## config.mk

```make
export PLATFORM = sky130hd
export DESIGN_NAME = leb128_fetch
export DESIGN_NICKNAME = d
export VERILOG_FILES = /design/src/rtl/leb128_fetch.sv
export SDC_FILE = /design/constraint.sdc
export NUM_CORES = 1
export LEC_CHECK = 0
export CORE_ASPECT_RATIO = 1.5
export CORE_MARGIN = 10
export CORE_UTILIZATION = 26
export DETAILED_ROUTE_END_ITERATION = 16
export GPL_TIMING_DRIVEN = 1
export SLEW_MARGIN = 20
export SYNTH_ARGS = -nofsm -noshare
export SYNTH_HDL_FRONTEND = slang
export SYNTH_SLANG_ARGS = --single-unit
```

## constraint.sdc

```tcl
create_clock -name clk -period 10.8 [get_ports clk]
set_clock_uncertainty 0.2 [all_clocks]
set_input_delay 2.16 -clock clk [delete_from_list [all_inputs] [get_ports clk]]
set_output_delay 2.16 -clock clk [all_outputs]
set_load 0.01 [all_outputs]
```

## src/rtl/leb128_fetch.sv

```systemverilog
// LEB128 immediate fetch: reads a byte window from ROM and decodes one
// signed/unsigned 32/64-bit LEB128 value per request, one byte per cycle.
module leb128_fetch #(
  parameter int unsigned MEM_DEPTH = 4,
  parameter int unsigned MEM_EXTRA = 4,
  parameter bit          USE_64B   = 1'b1
) (
  input  logic                            clk,
  input  logic                            reset,
  input  logic                            start,
  input  logic [MEM_DEPTH:0]              addr,
  input  logic                            is_signed,
  input  logic                            is_64,
  output logic                            busy,
  output logic                            valid,
  output logic [63:0]                     value,
  output logic [3:0]                      length,
  output logic [MEM_DEPTH:0]              next_addr,
  output logic [1:0]                      error,
  output logic [MEM_DEPTH:0]              mem_addr,
  output logic [MEM_EXTRA-1:0]            mem_extra,
  input  logic [(2**MEM_EXTRA)*8-1:0]     mem_data,
  input  logic                            mem_error
);

  localparam int unsigned AW   = MEM_DEPTH + 1;
  localparam int unsigned WB   = 2**MEM_EXTRA;
  localparam int unsigned DW   = WB * 8;
  localparam int unsigned IW   = (MEM_EXTRA > 4) ? MEM_EXTRA : 4;
  localparam int unsigned EX32 = ((WB - 1) < 4) ? (WB - 1) : 4;
  localparam int unsigned EX64 = ((WB - 1) < 9) ? (WB - 1) : 9;

  localparam logic [1:0] ERR_OK       = 2'd0;
  localparam logic [1:0] ERR_MEM      = 2'd1;
  localparam logic [1:0] ERR_OVERLONG = 2'd2;
  localparam logic [1:0] ERR_NO64     = 2'd3;

  localparam logic [63:0] LO32_MASK = 64'h0000_0000_FFFF_FFFF;

  typedef enum logic [1:0] {S_IDLE, S_WAIT, S_DECODE, S_DONE} state_t;

  state_t                state_q, state_d;
  logic [AW-1:0]         addr_q, addr_d;
  logic                  sgn_q, sgn_d;
  logic                  is64_q, is64_d;
  logic [DW-1:0]         win_q, win_d;
  logic [63:0]           acc_q, acc_d;
  logic [IW-1:0]         idx_q, idx_d;
  logic                  busy_q, busy_d;
  logic                  valid_q, valid_d;
  logic [63:0]           value_q, value_d;
  logic [3:0]            length_q, length_d;
  logic [AW-1:0]         next_addr_q, next_addr_d;
  logic [1:0]            error_q, error_d;
  logic [AW-1:0]         mem_addr_q, mem_addr_d;
  logic [MEM_EXTRA-1:0]  mem_extra_q, mem_extra_d;

  logic [7:0]            cur_byte;
  logic [6:0]            shamt;
  logic [6:0]            fill_sh;
  logic [6:0]            width_bits;
  logic [63:0]           acc_nx;
  logic [63:0]           fill;
  logic [31:0]           nbytes;
  logic [31:0]           maxb;
  logic                  last_byte;

  // Next-state, datapath and registered-output computation
  always_comb begin
    state_d     = state_q;
    addr_d      = addr_q;
    sgn_d       = sgn_q;
    is64_d      = is64_q;
    win_d       = win_q;
    acc_d       = acc_q;
    idx_d       = idx_q;
    valid_d     = 1'b0;
    value_d     = value_q;
    length_d    = length_q;
    next_addr_d = next_addr_q;
    error_d     = error_q;
    mem_addr_d  = mem_addr_q;
    mem_extra_d = mem_extra_q;

    cur_byte   = 8'(win_q >> {idx_q, 3'b000});
    shamt      = 7'(idx_q) * 7'd7;
    fill_sh    = shamt + 7'd7;
    width_bits = is64_q ? 7'd64 : 7'd32;
    acc_nx     = acc_q | (64'(cur_byte[6:0]) << shamt);
    if (!is64_q) acc_nx = acc_nx & LO32_MASK;
    fill = ~((64'd1 << fill_sh) - 64'd1);
    if (!is64_q) fill = fill & LO32_MASK;
    nbytes    = 32'(idx_q) + 32'd1;
    maxb      = is64_q ? 32'd10 : 32'd5;
    last_byte = (nbytes == maxb) || (nbytes == WB);

    case (state_q)
      S_IDLE: begin
        if (start) begin
          if (is_64 && !USE_64B) begin
            error_d     = ERR_NO64;
            value_d     = 64'd0;
            length_d    = 4'd0;
            next_addr_d = addr;
            valid_d     = 1'b1;
            state_d     = S_DONE;
          end else begin
            addr_d      = addr;
            sgn_d       = is_signed;
            is64_d      = is_64;
            mem_addr_d  = addr;
            mem_extra_d = is_64 ? MEM_EXTRA'(EX64) : MEM_EXTRA'(EX32);
            state_d     = S_WAIT;
          end
        end
      end
      S_WAIT: begin
        win_d = mem_data;
        if (mem_error) begin
          error_d     = ERR_MEM;
          value_d     = 64'd0;
          length_d    = 4'd0;
          next_addr_d = addr_q;
          valid_d     = 1'b1;
          state_d     = S_DONE;
        end else begin
          acc_d   = 64'd0;
          idx_d   = '0;
          state_d = S_DECODE;
        end
      end
      S_DECODE: begin
        if (!cur_byte[7]) begin
          // Terminating byte: sign-extend only when the value did not fill the width
          value_d = (sgn_q && cur_byte[6] && (fill_sh < width_bits)) ? (acc_nx | fill) : acc_nx;
          length_d    = 4'(nbytes);
          next_addr_d = addr_q + AW'(nbytes);
          error_d     = ERR_OK;
          valid_d     = 1'b1;
          state_d     = S_DONE;
        end else if (last_byte) begin
          value_d     = 64'd0;
          length_d    = 4'(nbytes);
          next_addr_d = addr_q + AW'(nbytes);
          error_d     = ERR_OVERLONG;
          valid_d     = 1'b1;
          state_d     = S_DONE;
        end else begin
          acc_d = acc_nx;
          idx_d = idx_q + IW'(1);
        end
      end
      S_DONE: begin
        state_d = S_IDLE;
      end
      default: state_d = S_IDLE;
    endcase

    busy_d = (state_d != S_IDLE);
  end

  always_ff @(posedge clk or posedge reset) begin
    if (reset) begin
      state_q     <= S_IDLE;
      addr_q      <= '0;
      sgn_q       <= 1'b0;
      is64_q      <= 1'b0;
      win_q       <= '0;
      acc_q       <= '0;
      idx_q       <= '0;
      busy_q      <= 1'b0;
      valid_q     <= 1'b0;
      value_q     <= '0;
      length_q    <= '0;
      next_addr_q <= '0;
      error_q     <= '0;
      mem_addr_q  <= '0;
      mem_extra_q <= '0;
    end else begin
      state_q     <= state_d;
      addr_q      <= addr_d;
      sgn_q       <= sgn_d;
      is64_q      <= is64_d;
      win_q       <= win_d;
      acc_q       <= acc_d;
      idx_q       <= idx_d;
      busy_q      <= busy_d;
      valid_q     <= valid_d;
      value_q     <= value_d;
      length_q    <= length_d;
      next_addr_q <= next_addr_d;
      error_q     <= error_d;
      mem_addr_q  <= mem_addr_d;
      mem_extra_q <= mem_extra_d;
    end
  end

  assign busy      = busy_q;
  assign valid     = valid_q;
  assign value     = value_q;
  assign length    = length_q;
  assign next_addr = next_addr_q;
  assign error     = error_q;
  assign mem_addr  = mem_addr_q;
  assign mem_extra = mem_extra_q;

endmodule

```

==> results by group, run 1 <==
Route
  – Via density: roughly 5.3
  – Number of DRC violations after detailed-routing iteration 0: between 900 and 1000
  – Wirelength per Cell: about 25 um
  – DRC: 0
  – Final wirelength: between 50000 and 60000 um
  – Total number of vias: approximately 12000
  – Antenna violation net count after detailed routing: 0
  – First-pass DRT Iterations: 5

Power and ir drop
  – LEAKAGE: approximately 0.0076 uW
  – Internal power of the cells: 3360 uW
  – Clock Power Share: 0.162
  – Cell Pwr Density: about 330 nW/um^2
  – Portion of total power attributed to combinational logic: 0.563
  – Total power: roughly 6200 uW
  – Switching portion of total power: 0.461
  – Peak VDD IR: roughly 0.19 mV
  – Fraction of power consumed by sequential logic: 0.275
  – Switching power summed over all nets: about 2900 uW

Die
  – Initial Utilization: 0.261
  – Cell Rows: between 100 and 150
  – Horizontal extent of the die: 215 um
  – Die area: 67000 sq um
  – I/O pin count: 225
  – Die height: approximately 310 um
  – Area of the placeable core: between 50000 and 60000 sq um

Yosys
  – Gate Count Post-Synth: roughly 1400
  – Top cell type's share of synthesized area: 0.479
  – Proportion of synthesized flip-flops having asynchronous set or reset: 1.00
  – Dominant cell type by area after synthesis: dfrtp_1
  – Total of warnings raised by yosys: 0
  – Part of the Yosys area used for sequential elements: 0.479
  – Post-Syn Area: around 15000 sq um
  – Most used standard cell by instance count after synthesis: dfrtp_1
  – Synthesized area per cell: approximately 11 sq um
  – Synth cell count leaders: dfrtp_1 (283), mux2_2 (146), nand2_1 (121)
  – Register bit count reported by yosys: roughly 280
  – Cell types occupying the most area after synthesis: dfrtp_1 (48%), mux2_2 (11%), mux4_2 (4.6%)
  – Number of different library cells in the post-synthesis netlist: 80
  – Dominant register cell in the synthesized netlist: dfrtp_1
  – Number of nets produced by synthesis: 1544
  – EDFF count, synth: 0

Clocking
  – Post-CTS Setup Bufs: 0
  – Hold Buf Count CTS: 0
  – Sinks on the clock net: 283
  – TritonCTS clock tree: done
  – H-tree depth reported by CTS: 1
  – Root Buffer Master: clkbuf_16
  – Clock tree buffer depth: 3
  – Number of CTS-inserted buffers: 30
  – Clock transition at path regs: about 60 ps
  – Clock insertion delay at the later pin of the skew report: about 600 ps
  – Post_cts resized: 0

Critical path
  – Critical path capture point type: flop
  – Library cell contributing the largest single delay on the critical path: dfrtp_1
  – Type of origin of the critical path: flop
  – Type of the setup path with the least slack: flop to flop
  – Cell chain of the critical path: inv_2 -> fa_1 -> inv_1 -> ha_1 -> ha_1 -> a21o_1 -> a221oi_2 -> xor2_2 -> inv_2 -> nor2_1 -> nand3_1 -> ha_1 -> o41a_1 -> nand2_1 -> and3_1 -> o31ai_1
  – Top delay family on crit path: adder cells
  – Cell seen most often among critical-path stages: ha_1
  – Buffers and inverters on the worst path: 3
  – CP Max Fanout: 24
  – CP Data Arrival Time: 6950 ps
  – Worst endpoint required time: between 10000 and 15000 ps
  – Largest stage delay on the critical path: 780 ps

Global route
  – Leftover overflow at the end of global routing: 0
  – Via count of the first global-routing pass: 13100
  – Pin count of the biggest net entering global routing: about 140
  – Tot GR Track Use: 0.168
  – Number of antenna violations at the first check in global routing: 0
  – First-pass GRT wire length: around 86000 um

Final layout
  – Fraction of layout cells with a size suffix above 1: 0.179
  – End-of-flow core utilization: 0.332
  – Total number of nets in the final design: 1732
  – Antenna diode count: 0
  – Growth of design area from synthesis to finish: 26.9%

STA
  – Min Clock Period, post-route: 6640 ps
  – Total count of hold-check failures in the final report: 0
  – Least-Margin Pin Slew: approximately 1200 ps
  – Part of the cycle the worst path needs: 0.615
  – Final count of pins violating max slew: 0
  – Max-slew headroom: 0.226
  – Final critical-path setup slack: between 4000 and 5000 ps
  – Final setup violation count: 0
  – Setup repair after global routing missed its margin: false
  – Fmax: between 0.15 and 0.2 GHz
  – Total negative slack for setup checks: 0 ps

Placed design
  – Count of input and output buffers: ~220
  – Dpl ws: between 4000 and 5000 ps
  – GP Congestion: roughly 0.93
  – HPWL reported at the end of detailed placement: between 40000 and 50000 um

Job
  – Max-Cap Viols: 0

Outcome
  – Result of the run: finished clean

Worst hold path
  – Worst min-delay path class: flop to flop
==> stage by stage <==
step | cell area [sq um] | hold WS [ps] | std cells
after floorplan | 14800 | 243 | 1374
after global placement | 17800 | 260 | 2292
after detailed placement | 17800 | 271 | 2293
after CTS | 18700 | 285 | 2343
after global routing | 18800 | 310 | 2343
final | 18800 | 280 | 2343
==> path summary, 6_finish.rpt <==
| path | slack [ps] | start | endpoint | cells after the start |
|---|---|---|---|---|
| min in group asynchronous | 1920 | reset | win_q[55]$_DFFE_PP0P_ | 2 |
| max in group asynchronous | 7110 | reset | idx_q[0]$_DFFE_PP0P_ | 3 |
| worst max register to register | 4160 | idx_q[2]$_DFFE_PP0P_ | value[52]$_DFFE_PP0P_ | 16 |
| worst min register to register | 280 | next_addr[2]$_DFFE_PP0P_ | next_addr[2]$_DFFE_PP0P_ | 2 |
| worst min-delay path | 280 | next_addr[2]$_DFFE_PP0P_ | next_addr[2]$_DFFE_PP0P_ | 2 |
| worst max-delay path | 4160 | idx_q[2]$_DFFE_PP0P_ | value[52]$_DFFE_PP0P_ | 16 |
==> worst min-delay path, stage by stage (launching register included) <==
cell and delay [ps]:
dfrtp_1 340, nand2_1 50, o21ai_0 60
==> logic make-up (layout without fill, tap and decap cells) <==
| group | after synthesis | in the layout | synth area share |
|---|---|---|---|
| AO/OA/AOI/OAI | 392 | 392 | 0.175 |
| AND/OR/NAND/NOR | 341 | 341 | 0.106 |
| flip-flops | 283 | 283 | 0.479 |
| multiplexers | 188 | 188 | 0.165 |
| buffers and inverters | 120 | 326 | 0.0353 |
| adder cells (fa/ha/maj) | 31 | 31 | 0.0282 |
| XOR/XNOR | 18 | 18 | 0.0112 |
| other | 1 | 1 | 0.000253 |
==> per-layer routing <==
| metal | part of all wire | vias to the layer above | track usage | wire length, um |
|---|---|---|---|---|
| met3 | 0.057 | 147 | 0.0294 | 3340 |
| met1 | 0.37 | 6210 | 0.187 | 21800 |
| met5 | 0 | - | 0 | 0 |
| met2 | 0.51 | 521 | 0.296 | 29700 |
| li1 | - | 5443 | - | - |
| met4 | 0.060 | 0 | 0.0961 | 3470 |
==> sequential cells by signal (all words and copies together) (netlist names), 4 cells and up <==
signal / cells
value: 64
acc_q: 64
next_addr: 5
idx_q: 4
length: 4
win_q: 128
mem_addr: 5
==> layout make-up <==
cell class              count  area [sq um]
clock inverters            10           100
clock buffers              40           828
inverters                  23          98.8
flip-flops and latches    283          7090
fillers                  5719         37900
well taps                 763           955
multi-input cells         971          7240
repair buffers            253          2470
==> layout by cell type, fill, tap and decap left out, types with 10 or more instances in the layout <==
master,count
buf_4,29
mux4_2,30
a211oi_1,10
and3_1,12
o31ai_1,12
clkdlybuf4s50_1,223
mux2_2,146
a21oi_1,99
ha_1,26
o221ai_1,18
a32o_1,10
a22o_1,24
nand3_1,22
o21a_1,10
xnor2_1,10
clkbuf_16,30
nand2_1,121
a221oi_1,10
o211ai_1,13
nor2_1,112
dfrtp_1,281
inv_1,19
mux2i_1,12
o21ai_0,97
a31oi_1,16
nor3_1,20
==> power by group through the flow <==
stage          registers (uW)  logic (uW)  clock network (uW)
2_1_floorplan            1680        2200                   0
3_3_place_gp             1700        3450                   0
3_5_place_dp             1730        3470                   0
4_1_cts                  1710        3480                1030
5_1_grt                  1760        3730                1070
6_report                 1710        3510                1010
No activity file was read; power rests on OpenSTA's default activity.
==> run 2, diff against run 1 <==
==> constraint.sdc (replaced) <==
create_clock -name clk -period 6.49 [get_ports clk]
set_clock_uncertainty 0.2 [all_clocks]
set_input_delay 1.298 -clock clk [delete_from_list [all_inputs] [get_ports clk]]
set_output_delay 1.298 -clock clk [all_outputs]
set_load 0.01 [all_outputs]
==> run 2 against run 1 <==
  * Non-clock buffer count up 13
  * Sequential power is 65% higher
  * Global-route usage up 0.34 points
  * Maximum frequency increased by 17%
  * First-iteration DRC count increased by 8.0%
  * Register-to-register slack worse by 3300 ps
  * Total power is 70% higher
  * Sequential cell count did not move
  * Worst setup slack lost 3300 ps
  * Largest cell class unchanged
  * Highest routed layer unchanged
==> results by group, run 2 (synthesis results as in run 1) <==
Clocking
  – Clock transition at path regs: ~70 ps
  – Number of CTS-inserted buffers: 30
  – Clock insertion delay at the later pin of the skew report: slightly below 600 ps
  – TritonCTS clock tree: done
  – H-tree depth reported by CTS: 1
  – Sinks on the clock net: between 200 and 300
  – Post-CTS Setup Bufs: 0
  – Hold Buf Count CTS: 0
  – Post_cts resized: 0
  – Root Buffer Master: clkbuf_16
  – Clock tree buffer depth: 3

Global route
  – Number of antenna violations at the first check in global routing: 1
  – Tot GR Track Use: 0.171
  – Leftover overflow at the end of global routing: 0
  – Via count of the first global-routing pass: ~13000
  – First-pass GRT wire length: ~87000 um
  – Pin count of the biggest net entering global routing: 105

Die
  – Die area: around 67000 sq um
  – Die height: approximately 310 um
  – I/O pin count: 225
  – Horizontal extent of the die: 215 um
  – Initial Utilization: 0.261
  – Cell Rows: approximately 110
  – Area of the placeable core: roughly 57000 sq um

Worst hold path
  – Number of cells traversed by the worst hold path: 2
  – Worst min-delay path class: flop to flop

Route
  – First-pass DRT Iterations: 6
  – Antenna violation net count after detailed routing: 0
  – Wirelength per Cell: between 20 and 30 um
  – Number of DRC violations after detailed-routing iteration 0: ~1100
  – Via density: approximately 5.2
  – Final wirelength: ~59000 um
  – Total number of vias: 12300
  – DRC: 0

Final layout
  – Growth of design area from synthesis to finish: 28.3%
  – Total number of nets in the final design: between 1500 and 2000
  – Most frequent standard cell in the layout excluding fill and tap cells: dfrtp_1
  – Post-route design area: around 19000 sq um
  – Fraction of layout cells with a size suffix above 1: 0.185
  – End-of-flow core utilization: 0.335
  – Largest register FFs: ~130
  – Most flops, register: win_q
  – Most used cells in the layout excluding fill and tap cells: dfrtp_1 (281), clkdlybuf4s50_1 (223), mux2_2 (146)
  – Number of standard cells in the final layout excluding fillers: about 2400

Power and ir drop
  – LEAKAGE: about 0.0077 uW
  – Cell Pwr Density: 557 nW/um^2
  – Peak VDD IR: approximately 0.32 mV

Critical path
  – Type of the setup path with the least slack: flop to flop
  – Cell seen most often among critical-path stages: ha_1
  – Library cell contributing the largest single delay on the critical path: ha_1
  – Number of cells on the critical path: 16
  – CP Data Arrival Time: a little under 6000 ps
  – Critical path capture point type: flop
  – CP Max Fanout: 18
  – Buffers and inverters on the worst path: 2
  – Type of origin of the critical path: flop
  – Largest stage delay on the critical path: about 660 ps
  – Worst endpoint required time: ~6700 ps
  – Worst Reg2Reg Path Length in Cells: 16
  – Cell chain of the critical path: clkinv_1 -> ha_1 -> buf_4 -> xnor2_1 -> xnor2_1 -> ha_1 -> a211o_1 -> o211a_1 -> o22ai_1 -> nor2_1 -> nand3_1 -> ha_1 -> o41ai_2 -> a2111oi_0 -> xor2_1 -> o21ai_0
  – Top delay family on crit path: compound AO/OA/AOI/OAI gates

STA
  – Final Hold Slack: 276 ps
  – Setup repair after global routing missed its margin: false
  – Least-Margin Pin Slew: roughly 1100 ps
  – Final count of pins violating max slew: 0
  – Min Clock Period, post-route: 5680 ps
  – Total count of hold-check failures in the final report: 0
  – Fmax: roughly 0.18 GHz
  – Final setup violation count: 0
  – Part of the cycle the worst path needs: 0.876
  – Max-slew headroom: 0.256
  – Total negative slack for setup checks: 0 ps

Placed design
  – Area of placed instances: between 15000 and 20000 sq um
  – GP Congestion: between 0.9 and 1
  – HPWL reported at the end of detailed placement: between 40000 and 50000 um
  – Placed insts: approximately 2300
  – Count of input and output buffers: ~220

Outcome
  – Result of the run: finished clean

Job
  – Max-Cap Viols: 0
## run 2: changes by cell type in the layout (fill, tap and decap cells not counted), sizes merged
cell and delta:
inv +1, diode +1, clkinv -5, clkinvlp +1
clkbuf +2, bufinv +4, buf +13
## run 2: worst paths after layout
check	startpoint	to	slack [ps]
worst min-delay path	acc_q[43]$_DFFE_PP0P_	acc_q[43]$_DFFE_PP0P_	280
worst max-delay path	idx_q[0]$_DFFE_PP0P_	value[50]$_DFFE_PP0P_	810
min in group asynchronous	reset	win_q[109]$_DFFE_PP0P_	930
worst max register to register	idx_q[0]$_DFFE_PP0P_	value[50]$_DFFE_PP0P_	810
worst min register to register	acc_q[43]$_DFFE_PP0P_	acc_q[43]$_DFFE_PP0P_	280
max in group asynchronous	reset	win_q[18]$_DFFE_PP0P_	4060
## run 2: power by group
part,total (uW),switching (uW),internal (uW),leakage (uW)
clock,1860,745,1120,0.000511
sequential,2820,389,2430,0.00360
combinational,5890,3640,2260,0.00364
total,10600,4770,5810,0.00774
## run 2: cell type report
cell class	count	area (sq um)
Timing Repair Buffer	266	2580
Inverter	23	90.1
Clock inverter	11	194
Tap cell	763	955
Antenna cell	1	2.50
Multi-Input combinational cell	971	7210
Clock buffer	42	857
Fill cell	5748	37700
Sequential cell	283	7090
## run 2: routing by layer
layer,vias up,routed length [um],track usage
li1,5468,-,-
met1,6220,21900,0.189
met2,521,31000,0.309
met3,137,3150,0.0257
met4,0,3190,0.0922
met5,-,0,0
## run 2: per-stage QoR
step                      setup slack (ps)  total power, uW
after CTS                              921            10600
after global routing                   471            11200
after global placement                1010             8650
after detailed placement               940             8700
final                                  807            10600
after floorplan                        329             6450
## run 2: tightest hold or removal path, stage by stage, from the launching register on
cell     delay (ps)
dfrtp_1         330
nand2_1          50
o31ai_1          60
